### src/rtl/regfile_writeback_if.sv
`default_nettype none
// ============================================================================
// Module   : regfile_writeback_if
// Brief    : ALU/load result, hazard-query and register-file write-port bundle
// Revision : 1.0
// ============================================================================
interface regfile_writeback_if;
    logic        alu_valid;
    logic [4:0]  alu_reg;
    logic [31:0] alu_data;
    logic        alu_stall;

    logic        mem_valid;
    logic [4:0]  mem_reg;
    logic [31:0] mem_data;
    logic        mem_ready;

    logic [4:0]  query_reg;
    logic        pend_hit;

    logic        RegWrite;
    logic [4:0]  WriteRegister;
    logic [31:0] WriteData;
    logic        err;

    // master: the write-back block that owns the register-file write port
    modport master (
        input  alu_valid, alu_reg, alu_data,
        output alu_stall,
        input  mem_valid, mem_reg, mem_data,
        output mem_ready,
        input  query_reg,
        output pend_hit,
        output RegWrite, WriteRegister, WriteData, err
    );

    modport slave (
        output alu_valid, alu_reg, alu_data,
        input  alu_stall,
        output mem_valid, mem_reg, mem_data,
        input  mem_ready,
        output query_reg,
        input  pend_hit,
        input  RegWrite, WriteRegister, WriteData, err
    );
endinterface
`default_nettype wire

### src/rtl/regfile_writeback.sv
`default_nettype none
// ============================================================================
// Module   : regfile_writeback
// Brief    : Merges ALU and queued load results onto the register-file write port
// Revision : 1.0
// ============================================================================
module regfile_writeback #(
    parameter int DEPTH        = 4,
    parameter int STARVE_LIMIT = 3
) (
    input  wire logic           Clk,
    input  wire logic           Rst,
    regfile_writeback_if.master bus
);

    localparam int c_PTR_W    = $clog2(DEPTH);
    localparam int c_CNT_W    = $clog2(DEPTH + 1);
    localparam int c_STARVE_W = $clog2(STARVE_LIMIT + 1);
    localparam logic [c_CNT_W-1:0]    c_DEPTH_CNT  = c_CNT_W'(DEPTH);
    localparam logic [c_STARVE_W-1:0] c_STARVE_MAX = c_STARVE_W'(STARVE_LIMIT);

    logic [4:0]            r_memReg  [DEPTH];
    logic [31:0]           r_memData [DEPTH];
    logic [c_PTR_W-1:0]    r_wrPtr;
    logic [c_PTR_W-1:0]    r_rdPtr;
    logic [c_CNT_W-1:0]    r_count;
    logic [c_STARVE_W-1:0] r_starve;
    logic                  r_aluStall;
    logic                  r_err;
    logic                  r_regWrite;
    logic [4:0]            r_writeReg;
    logic [31:0]           r_writeData;

    logic                  w_memReady;
    logic                  w_push;
    logic                  w_pop;
    logic                  w_fifoNotEmpty;
    logic                  w_aluWin;
    logic                  w_fifoWin;
    logic [c_CNT_W-1:0]    w_countNext;
    logic [c_STARVE_W-1:0] w_starveNext;
    logic [4:0]            w_headReg;
    logic [31:0]           w_headData;
    logic [DEPTH-1:0]      w_slotHit;

    assign w_fifoNotEmpty = (r_count != '0);
    assign w_memReady     = (r_count < c_DEPTH_CNT);
    assign w_push         = bus.mem_valid && w_memReady;
    // A stalled ALU never wins; any result offered then is dropped and flagged.
    assign w_aluWin       = bus.alu_valid && !r_aluStall;
    assign w_fifoWin      = !w_aluWin && w_fifoNotEmpty;
    assign w_pop          = w_fifoWin;
    assign w_headReg      = r_memReg[r_rdPtr];
    assign w_headData     = r_memData[r_rdPtr];

    always_comb begin
        w_countNext = r_count;
        unique case ({w_push, w_pop})
            2'b10:   w_countNext = r_count + c_CNT_W'(1);
            2'b01:   w_countNext = r_count - c_CNT_W'(1);
            default: w_countNext = r_count;
        endcase
    end

    // The counter only runs while loads are waiting behind ALU traffic.
    always_comb begin
        w_starveNext = r_starve;
        if (!w_fifoNotEmpty || w_fifoWin) begin
            w_starveNext = '0;
        end else if (w_aluWin) begin
            w_starveNext = r_starve + c_STARVE_W'(1);
        end
    end

    always_ff @(posedge Clk) begin
        if (w_push) begin
            r_memReg[r_wrPtr]  <= bus.mem_reg;
            r_memData[r_wrPtr] <= bus.mem_data;
        end
    end

    always_ff @(posedge Clk or posedge Rst) begin
        if (Rst) begin
            r_wrPtr     <= '0;
            r_rdPtr     <= '0;
            r_count     <= '0;
            r_starve    <= '0;
            r_aluStall  <= 1'b0;
            r_err       <= 1'b0;
            r_regWrite  <= 1'b0;
            r_writeReg  <= '0;
            r_writeData <= '0;
        end else begin
            if (w_push) begin
                r_wrPtr <= r_wrPtr + c_PTR_W'(1);
            end
            if (w_pop) begin
                r_rdPtr <= r_rdPtr + c_PTR_W'(1);
            end
            r_count    <= w_countNext;
            r_starve   <= w_starveNext;
            r_aluStall <= (w_starveNext == c_STARVE_MAX);
            r_err      <= r_err | (bus.alu_valid & r_aluStall);

            // Writes to $0 still consume the slot but leave the port idle.
            if (w_aluWin) begin
                r_regWrite <= (bus.alu_reg != 5'd0);
                if (bus.alu_reg != 5'd0) begin
                    r_writeReg  <= bus.alu_reg;
                    r_writeData <= bus.alu_data;
                end
            end else if (w_fifoWin) begin
                r_regWrite <= (w_headReg != 5'd0);
                if (w_headReg != 5'd0) begin
                    r_writeReg  <= w_headReg;
                    r_writeData <= w_headData;
                end
            end else begin
                r_regWrite <= 1'b0;
            end
        end
    end

    // A slot is live when its distance from the read pointer is below count.
    genvar j;
    generate
        for (j = 0; j < DEPTH; j++) begin : g_slot
            logic [c_PTR_W-1:0] w_offset;
            assign w_offset     = c_PTR_W'(j) - r_rdPtr;
            assign w_slotHit[j] = (c_CNT_W'(w_offset) < r_count) &&
                                  (r_memReg[j] == bus.query_reg);
        end
    endgenerate

    assign bus.pend_hit = (bus.query_reg != 5'd0) &&
                          ((|w_slotHit) || (r_regWrite && (r_writeReg == bus.query_reg)));

    assign bus.mem_ready     = w_memReady;
    assign bus.alu_stall     = r_aluStall;
    assign bus.err           = r_err;
    assign bus.RegWrite      = r_regWrite;
    assign bus.WriteRegister = r_writeReg;
    assign bus.WriteData     = r_writeData;

endmodule
`default_nettype wire

### src/flat_wrapper.sv
// flat-port wrapper written by rule: the top's interface ports become plain ports
module regfile_writeback_flat 
#(
    parameter int DEPTH        = 4,
    parameter int STARVE_LIMIT = 3
)
  (Clk, Rst, bus_alu_valid, bus_alu_reg, bus_alu_data, bus_alu_stall, bus_mem_valid, bus_mem_reg, bus_mem_data, bus_mem_ready, bus_query_reg, bus_pend_hit, bus_RegWrite, bus_WriteRegister, bus_WriteData, bus_err);
  regfile_writeback_if bus_i ();
  input  wire logic Clk;
  input  wire logic Rst;
  input wire logic [$bits(bus_i.alu_valid)-1:0] bus_alu_valid;
  input wire logic [$bits(bus_i.alu_reg)-1:0] bus_alu_reg;
  input wire logic [$bits(bus_i.alu_data)-1:0] bus_alu_data;
  output wire logic [$bits(bus_i.alu_stall)-1:0] bus_alu_stall;
  input wire logic [$bits(bus_i.mem_valid)-1:0] bus_mem_valid;
  input wire logic [$bits(bus_i.mem_reg)-1:0] bus_mem_reg;
  input wire logic [$bits(bus_i.mem_data)-1:0] bus_mem_data;
  output wire logic [$bits(bus_i.mem_ready)-1:0] bus_mem_ready;
  input wire logic [$bits(bus_i.query_reg)-1:0] bus_query_reg;
  output wire logic [$bits(bus_i.pend_hit)-1:0] bus_pend_hit;
  output wire logic [$bits(bus_i.RegWrite)-1:0] bus_RegWrite;
  output wire logic [$bits(bus_i.WriteRegister)-1:0] bus_WriteRegister;
  output wire logic [$bits(bus_i.WriteData)-1:0] bus_WriteData;
  output wire logic [$bits(bus_i.err)-1:0] bus_err;
  assign bus_i.alu_valid = bus_alu_valid;
  assign bus_i.alu_reg = bus_alu_reg;
  assign bus_i.alu_data = bus_alu_data;
  assign bus_alu_stall = bus_i.alu_stall;
  assign bus_i.mem_valid = bus_mem_valid;
  assign bus_i.mem_reg = bus_mem_reg;
  assign bus_i.mem_data = bus_mem_data;
  assign bus_mem_ready = bus_i.mem_ready;
  assign bus_i.query_reg = bus_query_reg;
  assign bus_pend_hit = bus_i.pend_hit;
  assign bus_RegWrite = bus_i.RegWrite;
  assign bus_WriteRegister = bus_i.WriteRegister;
  assign bus_WriteData = bus_i.WriteData;
  assign bus_err = bus_i.err;
  regfile_writeback #(.DEPTH(DEPTH), .STARVE_LIMIT(STARVE_LIMIT)) u_core (.Clk(Clk), .Rst(Rst), .bus(bus_i));
endmodule
### config.mk
export PLATFORM = sky130hd
export DESIGN_NAME = regfile_writeback_flat
export DESIGN_NICKNAME = d
export VERILOG_FILES = /design/src/rtl/regfile_writeback_if.sv /design/src/rtl/regfile_writeback.sv /design/src/flat_wrapper.sv
export SDC_FILE = /design/constraint.sdc
export NUM_CORES = 1
export LEC_CHECK = 0
export ABC_AREA = 1
export CORE_MARGIN = 4
export CORE_UTILIZATION = 55
export DETAILED_ROUTE_END_ITERATION = 8
export DONT_BUFFER_PORTS = 1
export PLACE_DENSITY_LB_ADDON = 0.12
export SETUP_SLACK_MARGIN = 0.1
export SLEW_MARGIN = 20
export SYNTH_ARGS = -nofsm -noshare
export SYNTH_HDL_FRONTEND = slang
export SYNTH_SLANG_ARGS = --single-unit
### constraint.sdc
create_clock -name Clk -period 2.7 [get_ports Clk]
set_input_delay 0.135 -clock Clk [delete_from_list [all_inputs] [get_ports Clk]]
set_output_delay 0.135 -clock Clk [all_outputs]
set_load 0.05 [all_outputs]
==> flow_metrics.env <==
export IMPL_synthTopCellsByArea="edfxtp_1 (51%), dfrtp_1 (14%), nand2_1 (14%), nand3_1 (5.6%), o21ai_0 (2.3%)"
export IMPL_fin_util=0.681
export IMPL_final_layout_size_suffix_gt1_frac=0.0870
export IMPL_slew_viol_final=0
export IMPL_critical_path_class="flop to output port"
export IMPL_yosysTopAreaCellShare=0.513
export IMPL_nets=1023
export IMPL_synth_main_ff_cell="edfxtp_1"
export IMPL_cellPowerDensity_mw_per_mm2=1140
export IMPL_maxSlewHeadroom=0.439
export IMPL_cts_sink_count=197
export IMPL_final_antenna_net_count=0
export IMPL_grt_max_degree=45
export IMPL_whs_ns=0.124
export IMPL_rsz0062_at_grt="false"
export IMPL_grt_pass1_wl_mm=34.1
export IMPL_status="finished, final reports clean"
export IMPL_synth_top_family_by_area="simple AND/OR/NAND/NOR gates"
export IMPL_synth_compound_area_frac=0.0468
export IMPL_yosys_area_share_simple=0.220
export IMPL_synth_fp_nets=944
export IMPL_clk_pin_slew_ns=0.07
export IMPL_dieWidth_um=133
export IMPL_ys_types=27
export IMPL_critPathRequiredTime_ns=2.57
export IMPL_fillers=1129
export IMPL_synth_commonest_cells="nand2_1 (326), edfxtp_1 (148), nand3_1 (97)"
export IMPL_htree_levels=4
export IMPL_drc=0
export IMPL_gp_congestion=0.903
export IMPL_num_rows=45
export IMPL_track_usage=0.249
export IMPL_worst_slew_pin_slew_ns=0.842
export IMPL_synth_edf_count=148
export IMPL_diodes=0
export IMPL_synth_mux_area_frac=0
export IMPL_max_freq_mhz=417
export IMPL_dr_pass1_iters=5
export IMPL_dieArea_mm2=0.0178
export IMPL_grt_remaining_overflow=0
export IMPL_start_util=0.566
export IMPL_syn_instance_count=851
export IMPL_dpl_cell_area_mm2=0.00901
export IMPL_critPathMaxFanout=8
export IMPL_syn2layout_area_growth_pct=20.4
export IMPL_synth_cell_area_mm2=0.00866
export IMPL_arrival_ns=2.26
export IMPL_clock_skew_ns=0.00914
export IMPL_yosys_register_bits=197
export IMPL_p_total_uw=11900
export IMPL_yosysSeqAreaShare=0.655
export IMPL_yosys_warnings=0
export IMPL_grt_pass1_vias=6307
export IMPL_yosys_area_share_adder=0.0153
export IMPL_routed_wl_mm=21.4
export IMPL_cpLargestDelayFamily="simple AND/OR/NAND/NOR gates"
export IMPL_coreArea_mm2=0.0153
export IMPL_cpMostUsedCell="nand2_1"
export IMPL_cts_tree="done"
export IMPL_yosysTopAreaCell="edfxtp_1"
export IMPL_finalHoldViolations=0
export IMPL_synthArstFlopShare=0.249
export IMPL_clock_path_buffers=2
export IMPL_numCtsBuffers=17
export IMPL_period_share=0.888
export IMPL_root_buffer="clkbuf_16"
export IMPL_critPathMaxStageDelay_ns=0.48
export IMPL_wl_per_cell_um=18.6
export IMPL_routed_via_density=5.49
export IMPL_holdCritPathClass="primary input to flop"
export IMPL_leakagePower_uw=0.00437
export IMPL_ir_drop_mv=0.597
export IMPL_crit_buf_inv=3
export IMPL_worstSetupStartpointType="flop"
export IMPL_synth_xor_area_frac=0.0202
export IMPL_port_buffers=0
export IMPL_grt_antenna_before_repair=0
export IMPL_drt_iter0_drc=537
export IMPL_hpwlAfterDp_mm=13.7
export IMPL_avgSynthCellArea_um2=10.2
export IMPL_vias=6340
export IMPL_maxCapViolCount=0
export IMPL_setup_violations=0
export IMPL_pin_count=125
export IMPL_die_y_um=133
export IMPL_synth_most_common_cell="nand2_1"
export IMPL_cp_end_kind="output port"
export IMPL_cpMaxStageDelayCell="dfrtp_2"
export IMPL_design_area_mm2=0.0104
export IMPL_period_needed_ns=2.40
export IMPL_clock_latency_ns=0.43
export IMPL_crit_chain="inv_4, nand2_1, nand2_1, inv_1, ha_1, nand3_1, nand2_1, nor2_1, nand2_1, nand3_1, nor2_1, nor2_2, buf_12"
-- area by class of cell --
| cell class | instances | area [um2] | area share |
|---|---|---|---|
| well taps | 211 | 264 | 0.0253 |
| clock inverters | 13 | 221 | 0.0212 |
| repair buffers | 107 | 1040 | 0.0998 |
| flip-flops and latches | 197 | 5670 | 0.544 |
| clock buffers | 19 | 433 | 0.0415 |
| inverters | 33 | 126 | 0.0121 |
| multi-input cells | 574 | 2670 | 0.256 |
-- report_power, final --
group / switching [uW] / internal [uW]
Combinational: 2560 / 1240
Clock: 1110 / 1660
Sequential: 1400 / 3940
Total: 5080 / 6850
-- routing by layer --
layer,up-vias,routed length [um],global-route usage
met1,3036,8490,0.310
li1,3011,-,-
met3,40,1590,0.0634
met5,-,0,0
met4,0,434,0.0863
met2,253,10900,0.426
-- state kept, by name (all words and copies together) (netlist names) --
register and flops:
u_core.r_rdPtr 2, u_core.r_count 3, u_core.r_wrPtr 2, u_core.bus.WriteData 32, u_core.bus.err 1, u_core.r_starve 2, u_core.bus.alu_stall 1, u_core.r_memReg 20
u_core.bus.WriteRegister 5, u_core.bus.RegWrite 1, u_core.r_memData 128
-- stage by stage --
step | setup TNS (ns) | std cells | worst slack [ns]
3_3_place_gp | 0 | 1046 | 0.562
6_report | 0 | 1154 | 0.303
5_1_grt | 0 | 1154 | 0.134
3_5_place_dp | 0 | 1046 | 0.462
2_1_floorplan | -34.81 | 851 | -0.235
4_1_cts | 0 | 1153 | 0.149
-- cell families after synthesis --
group,Yosys count
buffers and inverters,80
AND/OR/NAND/NOR,465
flip-flops,197
adder cells (fa/ha/maj),10
XOR/XNOR,20
AO/OA/AOI/OAI,79
-- placed cells by master, fill, tap and decap left out, drive strengths merged --
cell type / count
clkinvlp: 3
xnor2: 8
a21oi: 36
a21o: 1
or2: 1
fa: 1
nand3: 98
o22ai: 1
nand4: 3
inv: 36
xor2: 12
edfxtp: 148
clkbuf: 19
o21ai: 40
bufinv: 5
dlygate4sd3: 75
nor3: 5
ha: 9
dfrtp: 49
clkinv: 2
o21bai: 1
nor2: 32
nand2: 326
buf: 32
-- timing repair --
item	in CTS	in global routing
buffers inserted	0	1
resized for setup	0	2
endpoints found under the setup margin	0	1
endpoints found under the hold margin	220	0
hold buffers	75	0
-- worst register-to-register path: stages, from the launching register on --
cell and delay [ns]:
dfrtp_1 0.38, inv_2 0.18, nand3_1 0.16, nand2_1 0.20, inv_1 0.11, ha_1 0.15, inv_1 0.07, fa_1 0.37
a21oi_1 0.14, o21ai_0 0.12, xor2_1 0.15
-- final timing paths --
path / startpoint / to / slack (ns) / cells after the start
worst min-delay path: bus_mem_valid / u_core.r_wrPtr[0] / 0.12 / 3
worst max-delay path: u_core.r_rdPtr[1] / bus_pend_hit / 0.30 / 13
max in group asynchronous: Rst / u_core.bus.WriteRegister[2] / 1.66 / 3
min in group asynchronous: Rst / u_core.bus.RegWrite / 0.32 / 2
worst min register to register: u_core.r_starve[0] / u_core.r_starve[0] / 0.48 / 1
worst max register to register: u_core.r_count[2] / u_core.r_count[2] / 0.55 / 10
(Power assumes the default switching activity.)
